==> config.mk <==
export PLATFORM = sky130hd
export DESIGN_NAME = xup_tri_bus_reader
export DESIGN_NICKNAME = d
export VERILOG_FILES = /design/src/rtl/xup_tri_bus_reader.sv
export SDC_FILE = /design/constraint.sdc
export NUM_CORES = 1
export LEC_CHECK = 0
export ABC_AREA = 1
export BUFFER_PORTS_ARGS = -buffer_cell sky130_fd_sc_hd__buf_2
export CORE_MARGIN = 4
export CORE_UTILIZATION = 55
export DETAILED_ROUTE_END_ITERATION = 10
export GPL_ROUTABILITY_DRIVEN = 0
export PLACE_DENSITY = 0.93
export SLEW_MARGIN = 30
export SYNTH_ARGS = -nofsm -noshare
export SYNTH_HDL_FRONTEND = slang
export SYNTH_SLANG_ARGS = --single-unit
==> constraint.sdc <==
create_clock -name clk -period 2.85 [get_ports clk]
set_clock_uncertainty 0.05 [all_clocks]
set_input_delay 0.855 -clock clk [delete_from_list [all_inputs] [get_ports clk]]
set_output_delay 0.855 -clock clk [all_outputs]
set_load 0.05 [all_outputs]
==> src/rtl/xup_tri_bus_reader.sv <==
`default_nettype none
// ============================================================================
// Module   : xup_tri_bus_reader
// Purpose  : Receiving end of a shared tri-state bus. Grants one source at a
//            time (round-robin), holds its driver enable for SETTLE cycles,
//            samples the resolved bus, then offers the word downstream over a
//            valid/ready handshake.
// Ports    : clk      - rising-edge clock
//            reset    - asynchronous active-high reset
//            req      - per-source request (level)
//            bus_in   - resolved shared bus, sampled on the capture edge
//            en       - registered one-hot driver enables
//            data_out - captured bus word
//            src_id   - index of the source that drove data_out
//            valid    - data_out/src_id hold a captured word
//            ready    - consumer accepts when valid && ready
// Revision : 1.0 - initial release
// ============================================================================
module xup_tri_bus_reader #(
  parameter int SIZE    = 4,
  parameter int NUM_SRC = 4,
  parameter int SETTLE  = 3
) (
  input  logic                                            clk,
  input  logic                                            reset,
  input  logic [NUM_SRC-1:0]                              req,
  input  logic [SIZE-1:0]                                 bus_in,
  output logic [NUM_SRC-1:0]                              en,
  output logic [SIZE-1:0]                                 data_out,
  output logic [((NUM_SRC > 1) ? $clog2(NUM_SRC) : 1)-1:0] src_id,
  output logic                                            valid,
  input  logic                                            ready
);

  localparam int IDW = (NUM_SRC > 1) ? $clog2(NUM_SRC) : 1;
  localparam int CW  = (SETTLE > 1) ? $clog2(SETTLE) : 1;

  localparam logic [IDW:0]  C_NUM_SRC   = (IDW+1)'(NUM_SRC);
  localparam logic [CW-1:0] C_CNT_LAST  = CW'(SETTLE - 1);

  localparam logic [1:0] S_IDLE  = 2'd0;
  localparam logic [1:0] S_DRIVE = 2'd1;
  localparam logic [1:0] S_HOLD  = 2'd2;

  logic [1:0]         state_q, state_d;
  logic [IDW-1:0]     ptr_q,   ptr_d;
  logic [IDW-1:0]     sel_q,   sel_d;
  logic [CW-1:0]      cnt_q,   cnt_d;
  logic [NUM_SRC-1:0] en_q,    en_d;
  logic [SIZE-1:0]    data_q,  data_d;
  logic [IDW-1:0]     src_q,   src_d;
  logic               valid_q, valid_d;

  // Round-robin arbiter: rotate req so ptr sits at bit 0, take the lowest set
  // bit, then rotate the offset back into an absolute source index.
  logic [NUM_SRC-1:0] req_win;
  logic [IDW-1:0]     arb_off;
  logic [IDW:0]       arb_sum;
  logic [IDW-1:0]     arb_sel;
  logic [IDW:0]       inc_sum;
  logic [IDW-1:0]     sel_next;

  always_comb begin
    req_win = NUM_SRC'({req, req} >> ptr_q);
    arb_off = '0;
    for (int j = NUM_SRC - 1; j >= 0; j--) begin
      if (req_win[j]) arb_off = IDW'(j);
    end
    arb_sum = {1'b0, ptr_q} + {1'b0, arb_off};
    if (arb_sum >= C_NUM_SRC) arb_sum = arb_sum - C_NUM_SRC;
    arb_sel = arb_sum[IDW-1:0];

    // Pointer for the next arbitration: one past the source just served.
    inc_sum = {1'b0, sel_q} + (IDW+1)'(1);
    if (inc_sum >= C_NUM_SRC) inc_sum = '0;
    sel_next = inc_sum[IDW-1:0];
  end

  // State register and all other flops.
  always_ff @(posedge clk or posedge reset) begin
    if (reset) begin
      state_q <= S_IDLE;
      ptr_q   <= '0;
      sel_q   <= '0;
      cnt_q   <= '0;
      en_q    <= '0;
      data_q  <= '0;
      src_q   <= '0;
      valid_q <= 1'b0;
    end else begin
      state_q <= state_d;
      ptr_q   <= ptr_d;
      sel_q   <= sel_d;
      cnt_q   <= cnt_d;
      en_q    <= en_d;
      data_q  <= data_d;
      src_q   <= src_d;
      valid_q <= valid_d;
    end
  end

  // Next-state logic.
  always_comb begin
    state_d = state_q;
    case (state_q)
      S_IDLE:  if (req != '0)           state_d = S_DRIVE;
      S_DRIVE: if (cnt_q == C_CNT_LAST) state_d = S_HOLD;
      S_HOLD:  if (ready)               state_d = S_IDLE;
      default:                          state_d = S_IDLE;
    endcase
  end

  // Registered-output / datapath next values.
  always_comb begin
    ptr_d   = ptr_q;
    sel_d   = sel_q;
    cnt_d   = cnt_q;
    en_d    = en_q;
    data_d  = data_q;
    src_d   = src_q;
    valid_d = valid_q;
    case (state_q)
      S_IDLE: begin
        en_d    = '0;
        valid_d = 1'b0;
        if (req != '0) begin
          sel_d = arb_sel;
          en_d  = NUM_SRC'(1) << arb_sel;
          cnt_d = '0;
        end
      end
      S_DRIVE: begin
        cnt_d = cnt_q + CW'(1);
        // Sample while the enable is still asserted, drop it on the same edge.
        if (cnt_q == C_CNT_LAST) begin
          data_d  = bus_in;
          src_d   = sel_q;
          valid_d = 1'b1;
          en_d    = '0;
        end
      end
      S_HOLD: begin
        en_d = '0;
        if (ready) begin
          valid_d = 1'b0;
          ptr_d   = sel_next;
        end
      end
      default: begin
        en_d    = '0;
        valid_d = 1'b0;
      end
    endcase
  end

  assign en       = en_q;
  assign data_out = data_q;
  assign src_id   = src_q;
  assign valid    = valid_q;

endmodule
`default_nettype wire

==> results of run 1 <==
[cells in the final DEF (no fill, tap or decap), drive strengths merged]
| cell type | synthesis | routed |
|---|---|---|
| a21boi | 1 | 1 |
| a21oi | 1 | 1 |
| ha | 3 | 3 |
| nor3 | 2 | 2 |
| or2 | 1 | 1 |
| o21ai | 4 | 4 |
| o31ai | 1 | 1 |
| inv | 13 | 13 |
| nor2 | 7 | 7 |
| o21bai | 1 | 1 |
| o22ai | 1 | 1 |
| nand3 | 14 | 14 |
| clkbuf | 0 | 3 |
| clkinv | 0 | 1 |
| nand2 | 52 | 52 |
| buf | 0 | 21 |
| xor2 | 1 | 1 |
| dfrtp | 19 | 19 |
[metal layers]
layer  part of all wire [%]  track usage (%)  vias up
met5                      0                0        -
met2                     50            33.04       20
met3                    4.2            1.807        7
li1                       -                -      435
met1                     43            18.99      390
met4                    2.9            11.06        0
[Yosys cell counts (all sizes together)]
cell type	count
nand2	52
dfrtp	19
nand3	14
inv	13
nor2	7
o21ai	4
ha	3
nor3	2
a21boi	1
a21oi	1
o21bai	1
o22ai	1
o31ai	1
or2	1
xor2	1
[registers in the layout (all words and copies together), names as in the netlist]
register  flops
cnt_q         2
data_out      4
en            4
ptr_q         2
sel_q         2
src_id        2
state_q       2
valid         1
[stage by stage]
stage               hold WS (ns)  utilization [%]
finish                    0.4383            70.08
global route              0.4634            70.08
CTS                       0.4398            70.08
detailed placement        0.4122            68.33
global placement          0.4082            68.33
floorplan                 0.4091                -
[report_power, final]
| group | internal (uW) | switching, uW |
|---|---|---|
| Sequential | 389 | 86.8 |
| Clock | 52.5 | 82.5 |
| Combinational | 236 | 600 |
[critical path, stage by stage]
cell      delay [ns]
buf_2           0.11
nand2_1         0.10
nand3_1         0.08
nand2_1         0.11
nand3_1         0.07
a21boi_0        0.18
ha_1            0.19
xor2_1          0.22
inv_1           0.08
nand3_2         0.10
nand2_2         0.07
nand2_1         0.08
nand2_1         0.06
[cells by family after synthesis]
kind of cell	share of synthesized area [%]
adder cells (fa/ha/maj)	3.943
flip-flops	49.93
AND/OR/NAND/NOR	34.43
buffers and inverters	5.125
XOR/XNOR	0.9200
AO/OA/AOI/OAI	5.651
[how the worst max path moves through the flow]
stage	startpoint	endpoint	slack (ns)	cells after the start
after detailed placement	req[1]	en[3]$_DFFE_PP0P_	0.37	13
after global placement	req[1]	en[2]$_DFFE_PP0P_	0.51	13
after global routing	req[1]	en[3]$_DFFE_PP0P_	0.54	13
final	req[1]	en[3]$_DFFE_PP0P_	0.70	13
after floorplan	req[1]	en[2]$_DFFE_PP0P_	0.71	12
after CTS	req[1]	en[3]$_DFFE_PP0P_	0.70	13
[layout make-up]
class / count / area share (%)
timing repair buffer: 21 / 9.513
clock inverter: 1 / 0.4530
tap: 16 / 1.812
inverter: 13 / 4.417
sequential: 19 / 43.04
clock buffer: 3 / 2.039
multi-input combinational: 89 / 38.73
==> reports/metrics.yaml, run 1 <==
outcome:
  status: "completed"
cts:
  cts_sinks: 19
  clock_tree.root_cell: "clkbuf_4"
  cts_tree: "yes"
  cts.clk_slew.worst_paths_ns: 0.10
  insertion_delay_ns: 0.31
  cts_hold_buf: 0
  ctsLongestPathBuffers: 2
  htree_levels: 1
  postCtsResizedCells: 0
  numCtsBuffers: 3
  cts_setup_buffers: 0
worst_setup_path:
  reg2reg_setup_slack_ns: 0.84
  cp.required_ns: 3.01
  worstSetupStartpointType: "input port"
  end_kind: "flop"
  critical_path.max_fanout: 3
  critical_path_class: "in2reg"
  worstReg2RegEnd: "en[3]$_DFFE_PP0P_"
  worstPathArrival_ns: 2.31
  rr_worst_depth: 13
  reg2reg_from: "ptr_q[0]$_DFFE_PP0P_"
logic_synthesis:
  ys_seq_area_share_pct: 49.93
  synth.avg_cell_area_sq_um: 7.869
  synth.top_cell.area_share_pct: 49.93
  synth_top_area_cell: "dfrtp_1"
  synthTopCellsByArea: "dfrtp_1, nand2_1, nand3_1"
  ys_types: 18
  ys_warn_count: 0
  syn-num-nets: 135
  synth_seq_cells: 19
  syn_inst: 121
  synth_area_sq_um: 952.2
sta:
  tightest_slew_ns: 0.6778
  timing.final.setup_violations: 0
  max_freq_mhz: 464.8
  slew_headroom_pct: 54.76
  worst_slack_ns: 0.6984
  rsz0062_at_grt: "no"
  hold_viol: 0
  min_period_over_period_pct: 75.49
  tns_ns: 0
  period_needed_ns: 2.152
  drv_slew: 0
finish:
  multi_input_area_sq_um: 427.9
  area_growth_pct: 16.03
  fin_area_sq_um: 1105
  fin_nets: 161
  ff_latch_area_sq_um: 475.5
  drive_above_1_share_pct: 24.66
  antennaDiodeCount: 0
  nFillCells: 138
  final_cells: 162
placed_design:
  dpl-instance-area_sq_um: 1077
  portBuffers: 21
  dp_hpwl_um: 1586
  preCtsSetupSlack_ns: 0.3732
  place_inst: 158
hold_path:
  hold_class: "reg2reg"
  holdPathEnd: "en[3]$_DFFE_PP0P_"
  hold_path_startpoint: "en[3]$_DFFE_PP0P_"
  hold_path_depth: 2
floorplan:
  start_util_pct: 60.40
  die_w_um: 49.61
  pin_count: 22
  rows: 14
  coreArea_sq_um: 1577
  dieArea_sq_um: 2461
  die_y_um: 49.61
flow_run:
  drv_cap: 0
routing:
  vias_per_cell: 5.259
  vias: 852
  routed_wl_um: 1927
  ant_nets: 0
  first_pass_iters: 4
  initialDrtViolationCount: 11
  drc: 0
  wl_per_cell_um: 11.90
grt:
  grt_pass1_wl_um: 3360
  grt_pass1_vias: 848
  grt_max_degree: 20
  grt_antenna_before_repair: 0
  overflow: 0
  grtUsageTotal_pct: 17.81
power:
  finalPower_uw: 1447
  power.density_nw_per_um2: 1310
  ir_drop_v: 0.0007883
  power_leakage_uw: 0.0006541
No activity file was read; power rests on OpenSTA's default activity.
==> inputs of run 2 (changes only) <==
--- a/config.mk
+++ b/config.mk
@@ -5,13 +5,13 @@
 export SDC_FILE = /design/constraint.sdc
 export NUM_CORES = 1
 export LEC_CHECK = 0
-export ABC_AREA = 1
+export ABC_AREA = 0
 export BUFFER_PORTS_ARGS = -buffer_cell sky130_fd_sc_hd__buf_2
 export CORE_MARGIN = 4
-export CORE_UTILIZATION = 55
+export CORE_UTILIZATION = 46
 export DETAILED_ROUTE_END_ITERATION = 10
 export GPL_ROUTABILITY_DRIVEN = 0
-export PLACE_DENSITY = 0.93
+export PLACE_DENSITY = 0.85
 export SLEW_MARGIN = 30
 export SYNTH_ARGS = -nofsm -noshare
 export SYNTH_HDL_FRONTEND = slang
==> constraint.sdc (replaced) <==
create_clock -name clk -period 1.93 [get_ports clk]
set_clock_uncertainty 0.05 [all_clocks]
set_input_delay 0.579 -clock clk [delete_from_list [all_inputs] [get_ports clk]]
set_output_delay 0.579 -clock clk [all_outputs]
set_load 0.05 [all_outputs]
==> run 2 against run 1 <==
Compared with the run above:
- the flow now finishes with violations (setup timing)
- via count decreased by 12%
- combinational power increased by 58%
- core utilization decreased by 5.7 points
- sequential share of layout area decreased by 5.3 points
- final area increased by 14%
- sequential cell count unchanged
- first-iteration DRC count decreased by 64%
- cell count decreased by 8.0%
- synthesized cell count decreased by 26%
- register-to-register slack got worse by 0.89 ns
- largest cell class is now multi-input combinational cells
==> reports/metrics.yaml, run 2 <==
cts:
  clock_tree.root_cell: "clkbuf_4"
  numCtsBuffers: 3  # unchanged
  cts.clk_slew.worst_paths_ns: 0.10  # about the same
  cts_tree: "yes"
  cts_setup_buffers: 0  # unchanged
  insertion_delay_ns: 0.29  # -0.02 ns
  htree_levels: 1  # unchanged
  ctsLongestPathBuffers: 2  # unchanged
  cts_sinks: 19  # unchanged
grt:
  overflow: 0  # unchanged
  use_met3_pct: 2.493  # +0.69 points
  grt_max_degree: 20  # unchanged
  grt.busiest_layer: "met2"
  grtUsageTotal_pct: 15.51  # -2.3 points
  grtUsageMet2_pct: 26.94  # -6.1 points
  grt_pass1_wl_um: 3208  # -4.5%
  grt_pass1_vias: 770  # -9.2%
  grt_antenna_before_repair: 0  # unchanged
  grt_use_met1_pct: 19.04  # +0.047 points
worst_setup_path:
  critPathBufInv: 0  # -2
  worstPathArrival_ns: 2.12  # -0.19 ns
  end_kind: "flop"
  slowest_stage: "or4_4"
  cp.required_ns: 2.07  # -0.94 ns
  crit_cells: 6  # -7
  crit_chain: "or4_4 -> nand3_2 -> ha_4 -> xor2_4 -> xnor2_4 -> a32o_2"
  crit_family: "simple AND/OR/NAND/NOR gates"
  cpPeakStageDelay_ns: 0.52  # +0.30 ns
  reg2reg_setup_slack_ns: -0.05  # -0.89 ns
  critical_path.max_fanout: 6  # +3
  rr_worst_depth: 6  # -7
  critical_path_class: "reg2reg"
  worstSetupStartpointType: "flop"
routing:
  routed_wl_um: 1925  # -0.10%
  vias_per_cell: 5.027  # -4.4%
  wl_per_cell_um: 12.92  # +8.6%
  first_pass_iters: 4  # unchanged
  vias: 749  # -12%
  drc: 0  # unchanged
  ant_nets: 0  # unchanged
  initialDrtViolationCount: 4  # -7
sta:
  hold_ws_ns: 0.2410  # -0.1973 ns
  rsz0062_at_grt: "yes"
  hold_viol: 0  # unchanged
  period_needed_ns: 1.981
  worst_slack_ns: -0.05100  # -0.7494 ns
  slew_headroom_pct: 70.03  # +15 points
  timing.final.setup_violations: 2  # +2
  max_freq_mhz: 504.8
  drv_slew: 0  # unchanged
  min_period_over_period_pct: 102.6
  tightest_slew_ns: 0.4489  # -0.2289 ns
floorplan:
  die_w_um: 53.59  # +8.0%
  rows: 16  # +2
  dieArea_sq_um: 2871  # +17%
  start_util_pct: 48.72  # -12 points
  coreArea_sq_um: 1962  # +24%
  die_y_um: 53.59  # +8.0%
  pin_count: 22  # unchanged
placed_design:
  dpl-instance-area_sq_um: 1175  # +9.1%
  portBuffers: 21  # unchanged
  dp_hpwl_um: 1454  # -8.4%
finish:
  drive_above_1_share_pct: 47.54  # +23 points
  final_core_util_pct: 64.35  # -5.7 points
  ff_latch_area_sq_um: 476.7  # +0.26%
  mostFrequentLayoutCell: "buf_2"
  multi_input_area_sq_um: 523.0  # +22%
  area_growth_pct: 32.07
  fin_area_sq_um: 1262  # +14%
  nFillCells: 177  # +28%
  layout_common_cells: "buf_2, dfrtp_1, nand2_1, buf_4"
  fin_nets: 137  # -15%
  antennaDiodeCount: 0  # unchanged
logic_synthesis:
  synth.top_cell.area_share_pct: 49.74  # -0.20 points
  yosysMostFrequentCell: "dfrtp_1"
  synthTopCellsByArea: "dfrtp_1, mux2_2, nand2_1"
  ys_seq_area_share_pct: 49.74  # -0.20 points
  ys_types: 30  # +12
  ys_warn_count: 0  # unchanged
  synth.avg_cell_area_sq_um: 10.74  # +36%
  async_flop_share_pct: 100.0  # unchanged
  syn-num-nets: 103  # -24%
  syn_inst: 89  # -26%
  synth_ff_type: "dfrtp_1"
  synth_edf_count: 0  # unchanged
  synth_area_sq_um: 955.9  # +0.39%
  synthTopCellsByCount: "dfrtp_1, nand2_1, mux2_2, o21ai_0"
  synth_seq_cells: 19  # unchanged
  synth_top_area_cell: "dfrtp_1"
power:
  ir_drop_v: 0.001032  # +31%
  power.density_nw_per_um2: 1751  # +34%
  finalPower_uw: 2211  # +53%
  power_leakage_uw: 0.0006299  # -3.7%
outcome:
  violations: "setup timing"
  status: "finished, violations left"
flow_run:
  drv_cap: 0  # unchanged
hold_path:
  hold_class: "in2async"
==> run 2: layer usage <==
metal / vias to the layer above / routed length, um
met5: - / 0
met4: 0 / 9
met3: 2 / 78
met2: 21 / 985
met1: 341 / 851
li1: 385 / -
==> run 2: power breakdown <==
group,switching (uW),internal [uW]
combinational,787,534
sequential,125,576
clock,108,80.3
total,1020,1190
==> run 2: layout make-up <==
class | count | area share (%)
Sequential cell | 19 | 37.76
Clock buffer | 4 | 2.081
Timing Repair Buffer | 32 | 14.87
Multi-Input combinational cell | 63 | 41.43
Tap cell | 27 | 2.676
Inverter | 4 | 1.189
==> run 2: cell families (layout without fill, tap and decap cells) <==
family	Yosys count	in the layout	synth area share [%]
AND/OR/NAND/NOR	32	32	17.80
flip-flops	19	19	49.74
AO/OA/AOI/OAI	17	17	12.43
multiplexers	9	9	10.34
buffers and inverters	7	40	3.926
adder cells (fa/ha/maj)	3	3	3.927
XOR/XNOR	2	2	1.833
==> run 2: metrics by stage <==
step | setup slack (ns) | cells | setup TNS (ns)
finish | -0.05100 | 149 | -0.06262
global route | -0.1240 | 149 | -0.4105
CTS | 0.008868 | 149 | 0
detailed placement | -0.3317 | 145 | -1.553
global placement | -0.2668 | 145 | -1.290
floorplan | -0.1573 | 89 | -0.5770
==> run 2: worst paths after layout <==
check	start	endpoint
worst max-delay path	ptr_q[0]$_DFFE_PP0P_	en[1]$_DFFE_PP0P_
worst min-delay path	reset	en[3]$_DFFE_PP0P_
worst max register to register	ptr_q[0]$_DFFE_PP0P_	en[1]$_DFFE_PP0P_
worst min register to register	en[1]$_DFFE_PP0P_	en[1]$_DFFE_PP0P_
max in group asynchronous	reset	ptr_q[0]$_DFFE_PP0P_
min in group clk	en[1]$_DFFE_PP0P_	en[1]$_DFFE_PP0P_
==> run 2: worst min-delay path, cell delays in order <==
cell and delay [ns]:
buf_2 0.10, inv_1 0.04, buf_4 0.24
==> run 2: what timing repair did <==
item	CTS	global route
endpoints found under the hold margin	0	0
pin swaps	1	6
gates resized for setup	2	8
hold buffers	0	0
endpoints found under the setup margin	5	5
